### src/rtl/ciphertext_capture_ram_if.sv
// Ciphertext valid/ready handshake between the AES core and the capture RAM.
// master: drives ct_valid_i/ct_i, slave: drives ct_ready_o.
interface ciphertext_capture_ram_if #(
  parameter int TEXT_WIDTH = 128
);
  logic                  ct_valid_i;
  logic [TEXT_WIDTH-1:0] ct_i;
  logic                  ct_ready_o;

  modport master (
    output ct_valid_i,
    output ct_i,
    input  ct_ready_o
  );

  modport slave (
    input  ct_valid_i,
    input  ct_i,
    output ct_ready_o
  );
endinterface

### src/rtl/ciphertext_capture_ram.sv
// Captures len_i ciphertext blocks into an indexed RAM after start_i.
// Ports: clk_i/rst_n_i, start_i/len_i, ct_if (slave handshake),
// wr_ptr_o/count_o/done_o/overflow_o status, rd_addr_i -> rd_data_q.
module ciphertext_capture_ram #(
  parameter int TEXT_WIDTH  = 128,
  parameter int ADDR_WIDTH  = 4,
  parameter int MEMORY_SIZE = 16
) (
  input  logic                  clk_i,
  input  logic                  rst_n_i,
  input  logic                  start_i,
  input  logic [ADDR_WIDTH:0]   len_i,
  ciphertext_capture_ram_if.slave ct_if,
  output logic [ADDR_WIDTH-1:0] wr_ptr_o,
  output logic [ADDR_WIDTH:0]   count_o,
  output logic                  done_o,
  output logic                  overflow_o,
  input  logic [ADDR_WIDTH-1:0] rd_addr_i,
  output logic [TEXT_WIDTH-1:0] rd_data_q
);

  localparam int CW = ADDR_WIDTH + 1;
  localparam logic [CW-1:0] MEM_SZ = CW'(MEMORY_SIZE);

  typedef enum logic [1:0] {
    S_IDLE,
    S_CAPTURE,
    S_DONE
  } state_e;

  state_e                state_q, state_d;
  logic [CW-1:0]         target_q, target_d;
  logic [CW-1:0]         count_q, count_d;
  logic [ADDR_WIDTH-1:0] wr_ptr_q, wr_ptr_d;
  logic                  overflow_q, overflow_d;
  logic [TEXT_WIDTH-1:0] rd_data_d;
  logic                  mem_we;
  logic [CW-1:0]         clamp_len;
  logic [CW-1:0]         count_inc;

  logic [TEXT_WIDTH-1:0] mem_q [MEMORY_SIZE];

  assign clamp_len = (len_i > MEM_SZ) ? MEM_SZ : len_i;
  assign count_inc = count_q + 1'b1;

  // start_i pre-empts any write in the same cycle
  assign mem_we = (state_q == S_CAPTURE) && ct_if.ct_valid_i && !start_i;

  always_comb begin
    state_d    = state_q;
    target_d   = target_q;
    count_d    = count_q;
    wr_ptr_d   = wr_ptr_q;
    overflow_d = overflow_q;
    if (start_i) begin
      target_d   = clamp_len;
      count_d    = '0;
      wr_ptr_d   = '0;
      overflow_d = 1'b0;
      state_d    = (clamp_len == '0) ? S_DONE : S_CAPTURE;
    end else begin
      unique case (state_q)
        S_IDLE: ;
        S_CAPTURE: begin
          if (ct_if.ct_valid_i) begin
            count_d  = count_inc;
            wr_ptr_d = wr_ptr_q + 1'b1;
            if (count_inc == target_q) state_d = S_DONE;
          end
        end
        S_DONE: begin
          if (ct_if.ct_valid_i) overflow_d = 1'b1;
        end
        default: state_d = S_IDLE;
      endcase
    end
  end

  always_comb begin
    rd_data_d = '0;
    if ({1'b0, rd_addr_i} < MEM_SZ) rd_data_d = mem_q[rd_addr_i];
  end

  always_ff @(posedge clk_i or negedge rst_n_i) begin
    if (!rst_n_i) begin
      state_q    <= S_IDLE;
      target_q   <= '0;
      count_q    <= '0;
      wr_ptr_q   <= '0;
      overflow_q <= 1'b0;
      rd_data_q  <= '0;
    end else begin
      state_q    <= state_d;
      target_q   <= target_d;
      count_q    <= count_d;
      wr_ptr_q   <= wr_ptr_d;
      overflow_q <= overflow_d;
      rd_data_q  <= rd_data_d;
    end
  end

  // Contents survive reset; read above sees the pre-write value
  always_ff @(posedge clk_i) begin
    if (mem_we) mem_q[wr_ptr_q] <= ct_if.ct_i;
  end

  assign ct_if.ct_ready_o = (state_q == S_CAPTURE);
  assign done_o           = (state_q == S_DONE);
  assign count_o          = count_q;
  assign wr_ptr_o         = wr_ptr_q;
  assign overflow_o       = overflow_q;

endmodule

### src/flat_wrapper.sv
// flat-port wrapper written by rule: the top's interface ports become plain ports
module ciphertext_capture_ram_flat 
#(
  parameter int TEXT_WIDTH  = 128,
  parameter int ADDR_WIDTH  = 4,
  parameter int MEMORY_SIZE = 16
)
  (clk_i, rst_n_i, start_i, len_i, wr_ptr_o, count_o, done_o, overflow_o, rd_addr_i, rd_data_q, ct_if_ct_valid_i, ct_if_ct_i, ct_if_ct_ready_o);
  ciphertext_capture_ram_if #(.TEXT_WIDTH(TEXT_WIDTH)) ct_if_i ();
  input  logic clk_i;
  input  logic rst_n_i;
  input  logic start_i;
  input  logic [ADDR_WIDTH:0] len_i;
  output logic [ADDR_WIDTH-1:0] wr_ptr_o;
  output logic [ADDR_WIDTH:0] count_o;
  output logic done_o;
  output logic overflow_o;
  input  logic [ADDR_WIDTH-1:0] rd_addr_i;
  output logic [TEXT_WIDTH-1:0] rd_data_q;
  input wire logic [$bits(ct_if_i.ct_valid_i)-1:0] ct_if_ct_valid_i;
  input wire logic [$bits(ct_if_i.ct_i)-1:0] ct_if_ct_i;
  output wire logic [$bits(ct_if_i.ct_ready_o)-1:0] ct_if_ct_ready_o;
  assign ct_if_i.ct_valid_i = ct_if_ct_valid_i;
  assign ct_if_i.ct_i = ct_if_ct_i;
  assign ct_if_ct_ready_o = ct_if_i.ct_ready_o;
  ciphertext_capture_ram #(.TEXT_WIDTH(TEXT_WIDTH), .ADDR_WIDTH(ADDR_WIDTH), .MEMORY_SIZE(MEMORY_SIZE)) u_core (.clk_i(clk_i), .rst_n_i(rst_n_i), .start_i(start_i), .len_i(len_i), .ct_if(ct_if_i), .wr_ptr_o(wr_ptr_o), .count_o(count_o), .done_o(done_o), .overflow_o(overflow_o), .rd_addr_i(rd_addr_i), .rd_data_q(rd_data_q));
endmodule
### config.mk
export PLATFORM = sky130hd
export DESIGN_NAME = ciphertext_capture_ram_flat
export DESIGN_NICKNAME = d
export VERILOG_FILES = /design/src/rtl/ciphertext_capture_ram_if.sv /design/src/rtl/ciphertext_capture_ram.sv /design/src/flat_wrapper.sv
export SDC_FILE = /design/constraint.sdc
export NUM_CORES = 1
export LEC_CHECK = 0
export CORE_ASPECT_RATIO = 2
export CORE_MARGIN = 2
export CORE_UTILIZATION = 45
export DETAILED_ROUTE_END_ITERATION = 6
export GPL_TIMING_DRIVEN = 0
export PLACE_DENSITY_LB_ADDON = 0.12
export SLEW_MARGIN = 20
export SYNTH_ARGS = -nofsm -noshare
export SYNTH_HDL_FRONTEND = slang
export SYNTH_SLANG_ARGS = --single-unit
### constraint.sdc
create_clock -name clk_i -period 25 [get_ports clk_i]
set_input_delay 5 -clock clk_i [delete_from_list [all_inputs] [get_ports clk_i]]
set_output_delay 5 -clock clk_i [all_outputs]
set_load 0.01 [all_outputs]
After elaboration in Yosys (flattened, before gate mapping)
Memories as Yosys holds them, arrays and structs flattened. A register that Yosys moved wholly into a read port is not among the register bits.
Cells that the tools add are included.
{"block": "classes", "addsub": 2, "n_lt_le_gt_ge": 1, "eq_ne": 6, "muxes": 17, "reduce_logical": 13}
{"cell": "$mux W5", "count": 4}
{"cell": "$mux W4", "count": 3}
{"cell": "$mux W2", "count": 4}
{"cell": "$reduce_bool A2 Y1", "count": 3}
{"cell": "$add A5 B1 Y5 const B", "count": 1}
{"cell": "$eq A5 B5 Y1", "count": 1}
{"cell": "$gt A5 B5 Y1 const B", "count": 1}
{"cell": "$logic_not A5 Y1", "count": 1}
{"cell": "$mux W1", "count": 5}
{"cell": "$add A4 B1 Y4 const B", "count": 1}
{"cell": "$pmux W2 S2", "count": 1}
{"cell": "$reduce_and A2 Y1", "count": 2}
{"cell": "$ne A3 B2 Y1 const B", "count": 1}
{"cell": "$ne A3 B3 Y1 const B", "count": 1}
{"cell": "$reduce_and A3 Y1", "count": 1}
{"cell": "$eq A2 B1 Y1 const B", "count": 1}
{"cell": "$eq A2 B2 Y1 const B", "count": 1}
{"cell": "$logic_and A1 B1 Y1", "count": 2}
{"cell": "$logic_not A1 Y1", "count": 2}
{"cell": "$logic_not A2 Y1", "count": 1}
{"cell": "$ne A2 B1 Y1 const B", "count": 1}
{"cell": "$reduce_or A2 Y1", "count": 1}
{"block": "word_totals", "reg_bits": 17, "mem_bits_rw": 2048, "input_bits": 141, "n_memories": 1}
{"name": "u_core.mem_q", "depth": 16, "word_bits": 128, "rd": 1, "rd_clocked_by_memory_dff": 1, "wr": 1, "line_no": "ciphertext_capture_ram.sv:41", "source": "logic [TEXT_WIDTH-1:0] mem_q [MEMORY_SIZE];"}

Logic depth before layout (Yosys ltp)
Gate-level depths: netlist (run 1).
{"block": "depth", "ltp_word": 6, "mapped_depth": 8, "mapped_depth_nobuf": 5}

Worst setup path after synthesis (run 1)
Ideal clock, no wire load.
{"block": "synth_timing", "path_type": "input port to flip-flop", "start": "input start_i", "end": "memory u_core.mem_q[3][0], enable pin", "setup_time_ns": 0.771, "arrival_ns": 13.890, "required_ns": 24.229, "path_slack_ns": 10.339, "cell_stages": 2, "path_buffers": 0, "cell_sequence": "nand4b_1 -> nor3_1"}
{"block": "synth_via", "elab_chain_cells": 4}
{"item": "start: declaration", "line_no": "flat_wrapper.sv:12", "source": "input logic start_i;"}
{"item": "$logic_not A1 Y1", "line_no": "ciphertext_capture_ram.sv:47", "source": "assign mem_we = (state_q == S_CAPTURE) && ct_if.ct_valid_i && !start_i;"}
{"item": "$logic_and A1 B1 Y1", "line_no": "ciphertext_capture_ram.sv:47"}
{"item": "$mux W1", "line_no": "ciphertext_capture_ram.sv:104", "source": "if (mem_we) mem_q[wr_ptr_q] <= ct_if.ct_i;"}
{"item": "$mux W1 (not written as such)", "line_no": "ciphertext_capture_ram.sv:104"}
{"item": "end: declaration", "line_no": "ciphertext_capture_ram.sv:41"}
No other way between the ends.

Worst setup path in the final report (run 1)
{"block": "layout_timing", "start": "input rd_addr_i[3]", "end": "register u_core.rd_data_q[122] (read register of u_core.mem_q)"}
{"item": "start: declaration", "line_no": "flat_wrapper.sv:18", "source": "input logic [ADDR_WIDTH-1:0] rd_addr_i;"}
{"item": "end: declaration", "line_no": "ciphertext_capture_ram.sv:19", "source": "output logic [TEXT_WIDTH-1:0] rd_data_q"}
No word-level cell between the ends.

==> results of run 1 <==
## stage by stage
| stage | area (um2) | instances | utilization |
|---|---|---|---|
| floorplan | 80900 | 3395 | - |
| global placement | 86600 | 6003 | 0.484 |
| detailed placement | 88600 | 6100 | 0.495 |
| CTS | 95000 | 6456 | 0.531 |
| global route | 95000 | 6457 | 0.531 |
| finish | 95000 | 6467 | 0.531 |
## per-layer routing
layer | vias to the layer above | wire length, um
met1 | 20300 | 83500
met4 | 44 | 4260
met3 | 286 | 13900
met2 | 1313 | 97500
li1 | 15600 | -
met5 | - | 290
## final cells by class
cell class,instances,area (um2),area share
Antenna cell,11,27.5,0.000290
Buffer,176,886,0.00932
Clock buffer,259,5380,0.0566
Clock inverter,97,983,0.0104
Inverter,7,26.3,0.000277
Multi-Input combinational cell,1019,14900,0.157
Sequential cell,2193,65100,0.686
Tap cell,2331,2920,0.0307
Timing Repair Buffer,374,4760,0.0501
## worst max path at each step
stage | start | endpoint | slack (ps) | depth (start not counted)
finish | rd_addr_i[3] | u_core.rd_data_q[122]$_DFF_PN0_ | 17620 | 5
global route | rd_addr_i[3] | u_core.rd_data_q[120]$_DFF_PN0_ | 17470 | 5
CTS | rd_addr_i[3] | u_core.rd_data_q[122]$_DFF_PN0_ | 17640 | 5
detailed placement | rd_addr_i[3] | u_core.rd_data_q[122]$_DFF_PN0_ | 16770 | 5
global placement | start_i | u_core.mem_q[3][60]$_DFFE_PP_ | -2550 | 3
floorplan | start_i | u_core.mem_q[3][0]$_DFFE_PP_ | 10340 | 2
## cells by family after synthesis
kind of cell,count (synthesis)
AO/OA/AOI/OAI,270
XOR/XNOR,13
adder cells (fa/ha/maj),5
buffers and inverters,183
flip-flops,2193
multiplexers,543
AND/OR/NAND/NOR,188
## sequential cells by signal, indices dropped and copies added, names as in the netlist
signal and cells:
u_core.overflow_o 1, u_core.state_q 2, u_core.target_q 5, u_core.rd_data_q 128
u_core.wr_ptr_o 4, u_core.mem_q 2048, u_core.count_o 5
## synthesized netlist by cell type, drive strengths merged, types with 8 or more instances
| cell | number |
|---|---|
| a211oi | 29 |
| dfrtp | 145 |
| mux4 | 513 |
| nand2 | 106 |
| o21ai | 9 |
| xnor2 | 8 |
| edfxtp | 2048 |
| buf | 114 |
| and2 | 14 |
| mux2i | 29 |
| nor2b | 34 |
| clkbuf | 62 |
| a22oi | 196 |
| a21oi | 34 |
| nor2 | 14 |
## power groups by stage
stage / clock [uW] / sequential [uW] / combinational (uW)
2_1_floorplan: 0 / 4150 / 170
5_1_grt: 3200 / 4060 / 409
4_1_cts: 3070 / 4060 / 388
6_report: 3010 / 4060 / 380
3_5_place_dp: 0 / 4140 / 387
3_3_place_gp: 0 / 4150 / 375
## worst max-delay path, cell delays in order
cell             delay [ps]
clkdlybuf4s50_1         560
clkbuf_1                620
clkbuf_1                730
clkbuf_1                670
a21oi_1                 370
## placed cells by master (no fill, tap or decap), types with 11 or more instances in the layout
cell	instances
bufinv_16	18
and2_4	12
buf_2	87
clkbuf_16	200
diode_2	11
nand2_1	106
edfxtp_1	2048
clkdlybuf4s50_1	276
buf_4	28
buf_12	33
clkinv_2	41
a21oi_1	34
clkinv_1	22
nor2b_1	34
buf_6	15
buf_16	41
a211oi_1	29
a22oi_1	196
clkbuf_8	15
mux2i_1	29
dfrtp_1	145
mux4_2	513
clkbuf_1	103
==> impl_metrics.toml, run 1 <==
[timing]
worst_slack_ps = 17620
slew_headroom = 0.273
maxSlewViolCount = 0
setup_viol = 0
max_freq_ghz = 0.135
tns_ps = 0
rsz0062_at_grt = "no"
fin_crit_ps = 7380
timing.hold.ws_ps = 518
hold_viol = 0
skew_ps = 30.8
layout_worst_path_cycle_share = 0.295
tightest_slew_ps = 1090

[logic_synthesis]
synth-adder-area-share = 0.000774
synth-edff-count = 2048
yosysWarningCount = 0
yosys.area_share.simple = 0.0109
post-synth-top-area-fraction = 0.760
synth_top_area_cell = "edfxtp_1"
synthCells = 3395
synthesis.nets = 3541
syn_area_um2 = 80900
synth-main-ff-cell = "edfxtp_1"
ys_seq_area_frac = 0.805
ys_types = 34
ys_seq_elements = 2193
synth_mux_area_frac = 0.147
syn_area_per_cell_um2 = 23.8
synth.area.top_cells = "edfxtp_1, mux4_2, dfrtp_1"
synth_top_family_by_area = "multiplexers"
synth_compound_area_frac = 0.0237
synth_xor_area_frac = 0.00141
async_flop_share = 0.0661

[detailed_routing]
drt-total-wl_um = 200000
drcViolationCount = 0
wire_per_inst_um = 30.9
via_count = 37600
drtIter0Drc = 3710
drt_pre_antenna_iters = 5
via_per_inst = 5.81
ant_nets = 0

[setup_path]
crit_type = "in2reg"
r2r_start = "u_core.state_q[1]$_DFFE_PN0P_"
rr_worst_depth = 8
crit_path_start_kind = "primary input"
reg2reg_to = "u_core.mem_q[1][76]$_DFFE_PP_"
end_kind = "flop"
path_max_fanout = 10
r2r_slack_ps = 21880
cp.required_ps = 25580
cp_data_arrival_time_ps = 7960

[global_route]
overflow = 0
antenna_found_initial = 37
grt_max_degree = 53
met3_usage = 0.0449
busiest_layer = "met2"
grt_first_pass_wirelength_um = 285000
grtUsageTotal = 0.218
gr-usage-met1 = 0.301
use_met2 = 0.360
grt_pass1_vias = 39600

[finish]
n_fill_cell = 13800
final_nets = 4114
area_delta_synth_final_pct = 17.5
drive_gt1_frac = 0.249

[power_and_ir_drop]
peakVddDrop_mv = 0.0653
power_uw = 7450
pwr-share-clk = 0.404
power-per-cell-area_nw_per_um2 = 78.4
p_int_uw = 5910
pwr-share-seq = 0.545
p_comb_frac = 0.051
p_leak_uw = 0.0304
netSwitchingPower_uw = 1540
p_sw_frac = 0.207

[clock_tree]
clk_pin_slew_worst_paths_ps = 70
clk-insertion-delay-late_ps = 830
cts_setup_buffers = 0
htreeDepth = 4
root_buffer = "clkbuf_16"
cts_resized = 0
cts_buffer_depth = 4
cts.sinks = 2193
ctsHoldBuffers = 0
cts_tree = "yes"
cts_buffers = 197

[place]
hpwlAfterDp_um = 122000
port_buffers = 277
gp_congestion = 0.730
pre_cts_ws_ps = 16770

[min_path]
holdCritStartpoint = "u_core.overflow_o$_DFFE_PN0P_"
hold_path_end = "u_core.overflow_o$_DFFE_PN0P_"
hold_class = "reg2reg"
hold_path_depth = 2

[floorplan]
rows = 220
die_y_um = 604
dieArea_um2 = 183000
initial_core_util = 0.452
die_x_um = 304
design.core.area_um2 = 179000
boundaryPins = 281

[flow_run]
cap_viol_max_count = 0

[run_status]
status = "completed"
No activity file was read; power rests on OpenSTA's default activity.
==> run 2, diff against run 1 <==
==> constraint.sdc (replaced) <==
create_clock -name clk_i -period 7.5 [get_ports clk_i]
set_input_delay 1.5 -clock clk_i [delete_from_list [all_inputs] [get_ports clk_i]]
set_output_delay 1.5 -clock clk_i [all_outputs]
set_load 0.01 [all_outputs]
==> impl_metrics.toml, run 2 (synthesis results as in run 1) <==
[clock_tree]
cts_buffer_depth = 4
ctsHoldBuffers = 0
root_buffer = "clkbuf_16"
cts.sinks = 2193
cts_buffers = 197
htreeDepth = 4
cts_tree = "yes"
clk_pin_slew_worst_paths_ps = 70
clk-insertion-delay-late_ps = 830
cts_resized = 0
cts_setup_buffers = 0

[min_path]
hold_class = "reg2reg"
holdCritStartpoint = "u_core.overflow_o$_DFFE_PN0P_"

[timing]
maxSlewViolCount = 0
setup_viol = 0
max_freq_ghz = 0.259
rsz0062_at_grt = "no"
tightest_slew_ps = 1060
fin_crit_ps = 3860
hold_viol = 0
layout_worst_path_cycle_share = 0.515
tns_ps = 0
worst_slack_ps = 3640
slew_headroom = 0.293
skew_ps = 27.1

[power_and_ir_drop]
power-per-cell-area_nw_per_um2 = 262
pwr-share-seq = 0.544
p_leak_uw = 0.0305
p_int_uw = 19800
peakVddDrop_mv = 0.233
p_comb_frac = 0.051
netSwitchingPower_uw = 5160
pwr-share-clk = 0.406
p_sw_frac = 0.207

[setup_path]
end_kind = "flop"
r2r_slack_ps = 4430
r2r_start = "u_core.state_q[1]$_DFFE_PN0P_"
crit_path_start_kind = "primary input"
cp-startpoint = "rd_addr_i[3]"
cp.required_ps = 8060
crit_type = "in2reg"
cp_data_arrival_time_ps = 4420
path_max_fanout = 10

[finish]
drive_gt1_frac = 0.251
final_nets = 4115
final_common_cell = "edfxtp_1"
largest_reg_flops = 2048
seq_area_um2 = 65100
multi_input_area_um2 = 14900
largest-register = "u_core.mem_q"
n_fill_cell = 13800
reg.largest.list = "u_core.mem_q: 2048 flops, u_core.rd_data_q: 128 flops"
area_delta_synth_final_pct = 17.8
final_cell_mix = "edfxtp_1, mux4_2, clkdlybuf4s50_1"

[detailed_routing]
via_count = 37600
via_per_inst = 5.81
drt-total-wl_um = 201000
drtIter0Drc = 3603
drt_pre_antenna_iters = 5
drcViolationCount = 0
ant_nets = 0
wire_per_inst_um = 31.1

[place]
hpwlAfterDp_um = 123000
pre_cts_ws_ps = 2840
gp_congestion = 0.731
port_buffers = 277

[floorplan]
die_x_um = 304
rows = 220
boundaryPins = 281
dieArea_um2 = 183000
design.core.area_um2 = 179000
initial_core_util = 0.452
die_y_um = 604

[global_route]
use_met2 = 0.361
antenna_found_initial = 40
overflow = 0
met3_usage = 0.0412
gr-usage-met1 = 0.308
grtUsageTotal = 0.220
grt_pass1_vias = 39200
grt_max_degree = 69
grt_first_pass_wirelength_um = 287000
busiest_layer = "met2"

[flow_run]
cap_viol_max_count = 0

[run_status]
status = "completed"
==> run 2: stage by stage <==
step | cells | instance area [um2] | util | power [uW] | hold slack (ps)
floorplan | 3395 | 80900 | - | 14400 | 502
global placement | 6003 | 86600 | 0.484 | 15100 | 487
detailed placement | 6101 | 88800 | 0.496 | 15100 | 495
CTS | 6458 | 95200 | 0.532 | 25100 | 503
global route | 6460 | 95200 | 0.532 | 25600 | 542
finish | 6472 | 95300 | 0.532 | 24900 | 511
==> run 2: cell type report <==
cell class / count / area share
plain buffers: 176 / 0.00931
inverters: 7 / 0.000276
diodes: 14 / 0.000368
clock buffers: 269 / 0.0568
well taps: 2331 / 0.0306
clock inverters: 88 / 0.0102
flip-flops and latches: 2193 / 0.684
multi-input cells: 1019 / 0.156
repair buffers: 375 / 0.0522
==> run 2: power groups by stage <==
stage / Clock (uW) / Combinational [uW] / Sequential (uW)
floorplan: 0 / 567 / 13800
global placement: 0 / 1250 / 13800
detailed placement: 0 / 1290 / 13800
CTS: 10300 / 1290 / 13500
global route: 10700 / 1360 / 13500
finish: 10100 / 1270 / 13500
==> run 2: worst max-delay path: stages <==
cell and delay, ps:
clkdlybuf4s50_1 520, clkbuf_1 580, clkbuf_1 720, clkbuf_1 710, a21oi_1 390
==> run 2: final timing paths <==
| check | end | cells past startpoint |
|---|---|---|
| worst max-delay path | u_core.rd_data_q[122]$_DFF_PN0_ | 5 |
| worst min-delay path | u_core.overflow_o$_DFFE_PN0P_ | 2 |
| worst max register to register | u_core.mem_q[3][65]$_DFFE_PP_ | 9 |
| worst min register to register | u_core.overflow_o$_DFFE_PN0P_ | 2 |
| max in group asynchronous | u_core.rd_data_q[70]$_DFF_PN0_ | 2 |
| min in group asynchronous | u_core.rd_data_q[111]$_DFF_PN0_ | 1 |
==> run 2: layer usage <==
| layer | vias to the layer above | routed length [um] |
|---|---|---|
| met5 | - | 283 |
| met4 | 48 | 4320 |
| met1 | 20500 | 85100 |
| met2 | 1223 | 98800 |
| met3 | 301 | 12900 |
| li1 | 15600 | - |
